--- src/rtl/toubi_counter.sv ---
// Note acceptor: counts synchronized rising edges on the four denomination lines,
// accumulates against a latched price and hands change to the dispenser with a shift pulse.
module toubi_counter #(
  parameter int unsigned SYNC_STAGES = 2,
  parameter int unsigned HOLD_CYCLES = 32
) (
  input  logic       clk,
  input  logic       rst,
  input  logic       start,
  input  logic [7:0] price,
  input  logic       qian1,
  input  logic       qian5,
  input  logic       qian10,
  input  logic       qian50,
  input  logic       confirm,
  input  logic       cancel,
  output logic [7:0] total,
  output logic       enough,
  output logic [7:0] change,
  output logic       shift,
  output logic       ovf,
  output logic [1:0] state
);

  typedef enum logic [1:0] {
    IDLE    = 2'd0,
    COLLECT = 2'd1,
    PAY     = 2'd2,
    HOLD    = 2'd3
  } state_t;

  localparam int unsigned HW = (HOLD_CYCLES > 1) ? $clog2(HOLD_CYCLES) : 1;
  localparam logic [HW-1:0] HOLD_LOAD = HW'(HOLD_CYCLES - 1);

  state_t        st;
  logic [7:0]    price_l;
  logic [HW-1:0] hold_cnt;
  logic [3:0]    sync [SYNC_STAGES];
  logic [3:0]    prev;
  logic [3:0]    edges;
  logic [6:0]    sum;
  logic [8:0]    acc;
  logic          fits;
  logic [7:0]    total_upd;

  assign state = st;

  // Line order in every 4-bit vector: {qian50, qian10, qian5, qian1}
  always_ff @(posedge clk or posedge rst) begin
    if (rst) begin
      for (int unsigned i = 0; i < SYNC_STAGES; i++) sync[i] <= '0;
      prev <= '0;
    end else begin
      sync[0] <= {qian50, qian10, qian5, qian1};
      for (int unsigned i = 1; i < SYNC_STAGES; i++) sync[i] <= sync[i-1];
      prev <= sync[SYNC_STAGES-1];
    end
  end

  always_comb begin
    edges = sync[SYNC_STAGES-1] & ~prev;
    sum   = (edges[0] ? 7'd1  : 7'd0) + (edges[1] ? 7'd5  : 7'd0)
          + (edges[2] ? 7'd10 : 7'd0) + (edges[3] ? 7'd50 : 7'd0);
    acc       = {1'b0, total} + {2'b00, sum};
    fits      = ~acc[8];
    total_upd = fits ? acc[7:0] : total;
    enough    = (st == COLLECT) && (total >= price_l);
  end

  // Decisions use the pre-update enough; change is taken from the post-accumulate total.
  always_ff @(posedge clk or posedge rst) begin
    if (rst) begin
      st       <= IDLE;
      total    <= '0;
      change   <= '0;
      price_l  <= '0;
      ovf      <= 1'b0;
      hold_cnt <= '0;
      shift    <= 1'b0;
    end else begin
      shift <= 1'b0;
      case (st)
        IDLE: begin
          if (start) begin
            st      <= COLLECT;
            price_l <= price;
            total   <= '0;
            ovf     <= 1'b0;
            change  <= '0;
          end
        end
        COLLECT: begin
          total <= total_upd;
          if (!fits) ovf <= 1'b1;
          if (cancel) begin
            change <= total_upd;
            shift  <= 1'b1;
            st     <= PAY;
          end else if (confirm && enough) begin
            change <= total_upd - price_l;
            shift  <= 1'b1;
            st     <= PAY;
          end
        end
        PAY: begin
          hold_cnt <= HOLD_LOAD;
          st       <= HOLD;
        end
        HOLD: begin
          if (hold_cnt == '0) begin
            st    <= IDLE;
            total <= '0;
          end else begin
            hold_cnt <= hold_cnt - 1'b1;
          end
        end
        default: st <= IDLE;
      endcase
    end
  end

endmodule

--- config.mk ---
export PLATFORM = sky130hd
export DESIGN_NAME = toubi_counter
export DESIGN_NICKNAME = d
export VERILOG_FILES = /design/src/rtl/toubi_counter.sv
export SDC_FILE = /design/constraint.sdc
export NUM_CORES = 1
export LEC_CHECK = 0
export ABC_AREA = 1
export BUFFER_PORTS_ARGS = -buffer_cell sky130_fd_sc_hd__buf_2
export CORE_MARGIN = 3
export CORE_UTILIZATION = 60
export CTS_BUF_LIST = sky130_fd_sc_hd__clkbuf_2 sky130_fd_sc_hd__clkbuf_4 sky130_fd_sc_hd__clkbuf_8
export CTS_CLUSTER_SIZE = 40
export DETAILED_ROUTE_END_ITERATION = 8
export MAX_ROUTING_LAYER = met4
export PLACE_DENSITY = 0.82
export SLEW_MARGIN = 20
export SYNTH_ARGS = -nofsm -noshare
export SYNTH_HDL_FRONTEND = slang
export SYNTH_SLANG_ARGS = --single-unit
--- constraint.sdc ---
create_clock -name clk -period 4.6 [get_ports clk]
set_input_delay 1.38 -clock clk [delete_from_list [all_inputs] [get_ports clk]]
set_output_delay 1.38 -clock clk [all_outputs]
set_load 0.03 [all_outputs]
; Word level (Yosys, flattened, before mapping)
; Index checks and enable logic that the tools add are counted.
[classes]
magnitude_cmp = 1
add_sub_neg = 6
reduce_logical = 13
n_bitwise = 2
muxes = 24
eq_ne = 8
[op_table]
columns = op, n
row1 = $mux 8, 5
row2 = $pmux 8 s3, 1
row3 = $pmux 8 s2, 1
row4 = $reduce_and 3->1, 4
row5 = $pmux 5 s2, 1
row6 = $add 8x7->9, 1
row7 = $ge 8x8->1, 1
row8 = $mux 2, 4
row9 = $ne 2x2->1 const B, 4
row10 = $pmux 2 s4, 1
row11 = $sub 8x8->8, 1
row12 = $add 5x6->7, 1
row13 = $mux 1, 6
row14 = $mux 6, 1
row15 = $add 4x4->5, 1
row16 = $logic_not 5->1, 1
row17 = $mux 5, 1
row18 = $sub 5x1->5 const B, 1
row19 = $add 1x3->4, 1
row20 = $and 4x4->4, 1
row21 = $eq 2x2->1 const B, 2
row22 = $mux 4, 1
row23 = $not 4->4, 1
row24 = $reduce_and 2->1, 2
row25 = other kinds (8), 10
[totals]
ff_bits = 45
out_inout_bits = 21
input_bits = 17
wordCells = 64

; Depth between registers and ports, before layout
[depth]
depth_word = 12
mapped_depth = 27
ltp_nobuf = 27

; Worst setup path after synthesis
; Ideal clock, no wire load.
[synth_timing]
path_kind = reg-to-reg
start = register total[1]
end = register change[4]
period_less_slack_ns = 3.267
path_buffers = 0
arrival_ns = 3.193
stages_incl_launch_ff = 20
t_required_ns = 4.526
slack_ns = 1.333
setup_ns = 0.074
cell_sequence = dfrtp_1 > xor2_1 > inv_1 > ha_1 > o21bai_1 > ha_1 > nand3_1 > nand3_2 > nand2_1 > nand2_2 > inv_1 > nand2_1 > and2_1 > ha_1 > fa_1 > o21ai_0 > xnor2_1 > a21oi_1 > nand2_1 > o21ai_2
[synth_between]
elab_chain_cells = 6
elab_cells_between_ends = 11
cone_classes = 2 x add/sub / 1 x order compare / 1 x eq/ne / 4 x mux / 3 x reduce/logical
[synth_lines]
columns = item, line
row1 = "start, declared", 17  ; output logic [7:0] total,
row2 = "start signal, assigned", 93  ; total <= total_upd;
row3 = $add 8x7->9, 64  ; acc = {1'b0, total} + {2'b00, sum};
row4 = $mux 8, 66  ; total_upd = fits ? acc[7:0] : total;
row5 = $sub 8x8->8, 100  ; change <= total_upd - price_l;
row6 = $mux 8, 99  ; end else if (confirm && enough) begin
row7 = $mux 8, 95  ; if (cancel) begin
row8 = $pmux 8 s2, 82  ; case (st)
row9 = "end signal, assigned", 96  ; change <= total_upd;
row10 = "end signal, assigned", 100
row11 = "end, declared", 19  ; output logic [7:0] change,
; Several ways; a longest one is shown, not always the timed one. The select of a mux whose other input is x is not followed.
; A chain may end at the register's enable or synchronous reset.

; Worst setup path in the final report
[layout_timing]
start = register sync[2] in the netlist's numbering
end = register change[4]
[layout_between]
elab_chain_cells = 10
[layout_lines]
columns = item, line
row1 = "start, declared", 38  ; logic [3:0] sync [SYNC_STAGES];
row2 = $and 4x4->4 (*), 61  ; edges = sync[SYNC_STAGES-1] & ~prev;
row3 = $mux 4 (*), 63  ; + (edges[2] ? 7'd10 : 7'd0) + (edges[3] ? 7'd50 : 7'd0);
row4 = $add 4x4->5 (*), 63
row5 = $add 5x6->7 (*), 63
row6 = $add 8x7->9 (*), 64
row7 = $mux 8 (*), 66
row8 = $sub 8x8->8, 100
row9 = $mux 8, 99
row10 = $mux 8 (*), 95
row11 = $pmux 8 s2 (*), 82
; Every way passes the cells marked *; elsewhere a longest branch is shown, timed or not. The select of a mux whose other input is x is not followed.

==> flow_metrics.env <==
export IMPL_status="completed"
export IMPL_viasPerCell=5.30
export IMPL_cts_setup_buffers=0
export IMPL_start_util_pct=65.1
export IMPL_route_detailed_drc=0
export IMPL_cts_tree="yes"
export IMPL_rsz0062_at_grt="no"
export IMPL_die_h_um=76.4
export IMPL_root_buffer="clkbuf_8"
export IMPL_ys_ff_latch=45
export IMPL_drt_iter0_markers=169
export IMPL_placedCellCount=475
export IMPL_insertion_delay_ns=0.31
export IMPL_finalWeightedCongestion=0.883
export IMPL_grt_antenna_before_repair=0
export IMPL_post_cts_resize_count=0
export IMPL_setup_viol=0
export IMPL_muxShareOfSynthArea_pct=0
export IMPL_placementRows=24
export IMPL_async_reset_ff_share_pct=100
export IMPL_yosys_area_share_adder_pct=16.3
export IMPL_ys_warn_count=0
export IMPL_powerDensity_nw_per_um2=616
export IMPL_post_route_period_util_pct=77.7
export IMPL_fmax_mhz=280
export IMPL_tns_ns=0
export IMPL_fin_crit_ns=3.58
export IMPL_ioPinCount=38
export IMPL_synth_edff_count=0
export IMPL_hp_class="reg2reg"
export IMPL_stdcell_count=483
export IMPL_num_vias=2561
export IMPL_synthDominantCellAreaShare_pct=37.9
export IMPL_slew_viol_final=0
export IMPL_yosys_area_share_simple_pct=23.7
export IMPL_slew_headroom_pct=62.0
export IMPL_synth_cells=376
export IMPL_grt_pass1_vias=2478
export IMPL_drt_total_wl_mm=6.36
export IMPL_synth_most_common_cell="nand2_1"
export IMPL_ys_types=36
export IMPL_path_class="reg2reg"
export IMPL_synth_nets=430
export IMPL_peakVddDrop_v=0.000336
export IMPL_hold_viol_final=0
export IMPL_num_antenna_cells=0
export IMPL_design_area_um2=3320
export IMPL_synthTopCellsByCount="nand2_1, inv_1, dfrtp_1"
export IMPL_arrival_ns=3.81
export IMPL_met3_usage_pct=4.26
export IMPL_worstSetupStartpointType="flop"
export IMPL_grt_max_degree=46
export IMPL_crit_fanout=12
export IMPL_cts_buffers=5
export IMPL_placedInstanceArea_um2=3220
export IMPL_synth_area_um2=2970
export IMPL_die_x_um=76.4
export IMPL_clockBufferDepth=2
export IMPL_grt_pass1_wl_mm=10.9
export IMPL_hpwl_mm=4.85
export IMPL_hold_slack_ns=0.353
export IMPL_overflow=0
export IMPL_worst_slew_pin_slew_ns=0.571
export IMPL_nNetsFinal=471
export IMPL_port_buffers=37
export IMPL_path_clk_slew_ns=0.08
export IMPL_dieArea_um2=5830
export IMPL_gr_usage_met2_pct=39.5
export IMPL_nFillCells=366
export IMPL_synth_area_leaders="dfrtp_1, ha_1, nand2_1, inv_1, nor2_1"
export IMPL_cts_htree_levels=2
export IMPL_power_total_mw=2.04
export IMPL_synth_ff_type="dfrtp_1"
export IMPL_area_growth_pct=11.7
export IMPL_synth_compound_area_share_pct=11.5
export IMPL_wl_per_cell_um=13.2
export IMPL_skew_ns=0.00829
export IMPL_ant_nets=0
export IMPL_grtUsageTotal_pct=23.7
export IMPL_yosysTopAreaCell="dfrtp_1"
export IMPL_drv_cap=0
export IMPL_grtUsageMet1_pct=28.1
export IMPL_synth_top_family_by_area="simple AND/OR/NAND/NOR gates"
export IMPL_ys_seq_area_share_pct=37.9
export IMPL_cts_hold_buf=0
export IMPL_clock_sinks=45
export IMPL_grt_busiest_layer="met2"
export IMPL_syn_avg_cell_area_um2=7.90
export IMPL_synth_xor_area_share_pct=1.77
export IMPL_firstDrtPassIters=4
export IMPL_drive_gt1_share_pct=15.8
export IMPL_coreArea_um2=4560
export IMPL_required_ns=4.84
export IMPL_p_leak_nw=1.90
export IMPL_end_kind="flop"
[worst max-delay path, cell delays in order (launching register included)]
cell      delay [ns]
dfrtp_1         0.40
nand2_1         0.12
xor2_1          0.15
inv_1           0.06
ha_1            0.17
o21bai_1        0.19
ha_1            0.29
nand3_1         0.09
nand3_2         0.11
nand2_1         0.10
nand2_2         0.16
inv_1           0.16
nand2_1         0.06
and2_1          0.19
ha_1            0.21
fa_1            0.41
o21ai_0         0.22
xnor2_1         0.09
a21oi_1         0.12
nand2_1         0.08
o21ai_2         0.12
[per-stage QoR]
step / worst slack (ns) / utilization [%]
final: 1.02 / 72.7
after global routing: 0.630 / 72.7
after CTS: 1.02 / 72.7
after detailed placement: 1.06 / 70.5
after global placement: 1.18 / 70.5
after floorplan: 1.33 / -
[power breakdown]
group          internal (mW)  switching, mW
Combinational          0.410          0.794
Clock                  0.125          0.144
Sequential             0.496         0.0761
Total                   1.03           1.01
[worst paths after layout]
check | depth (start not counted) | slack, ns | from | endpoint
setup / recovery | 20 | 1.02 | sync[2]$_DFF_PP0_ | change[4]$_DFFE_PP0P_
hold / removal | 0 | 0.35 | sync[6]$_DFF_PP0_ | sync[2]$_DFF_PP0_
setup reg to reg | 20 | 1.02 | sync[2]$_DFF_PP0_ | change[4]$_DFFE_PP0P_
hold reg to reg | 0 | 0.35 | sync[6]$_DFF_PP0_ | sync[2]$_DFF_PP0_
max in group asynchronous | 3 | 3.01 | rst | change[4]$_DFFE_PP0P_
min in group asynchronous | 3 | 1.19 | rst | hold_cnt[1]$_DFFE_PP0P_
[cell families after synthesis]
logic type      Yosys count
compound gates           56
xor+xnor                  6
fa+ha+maj                37
buf+inv                  66
flops                    45
simple gates            166
[layer usage]
| metal | up-vias | wire (um) |
|---|---|---|
| li1 | 1277 | - |
| met3 | 18 | 307 |
| met1 | 1200 | 2780 |
| met5 | - | 0 |
| met2 | 66 | 3080 |
| met4 | 0 | 194 |
[placed cells by master (no fill, tap or decap), drive strengths merged, types with 2 or more instances in the layout]
| cell | n |
|---|---|
| xor2 | 4 |
| nand4 | 3 |
| fa | 3 |
| nor2 | 27 |
| a21oi | 18 |
| o22ai | 4 |
| dfrtp | 45 |
| o21bai | 2 |
| o21a | 3 |
| nand2 | 111 |
| clkinv | 3 |
| nand3 | 20 |
| ha | 34 |
| o21ai | 23 |
| buf | 38 |
| xnor2 | 2 |
| inv | 61 |
| a21boi | 3 |
| and2 | 3 |
| clkbuf | 6 |
[registers in the layout (all words and copies together) (netlist names)]
register	flops
change	8
price_l	8
sync	8
total	8
hold_cnt	5
prev	4
state	2
ovf	1
shift	1
[area by class of cell]
class	instances	area (um2)	area share (%)
Clock buffer	6	82.6	2.49
Clock inverter	2	17.5	0.528
Inverter	62	233	7.01
Multi-Input combinational cell	265	1590	47.8
Sequential cell	45	1130	33.9
Tap cell	65	81.3	2.45
Timing Repair Buffer	38	193	5.81
(Power assumes the default switching activity.)
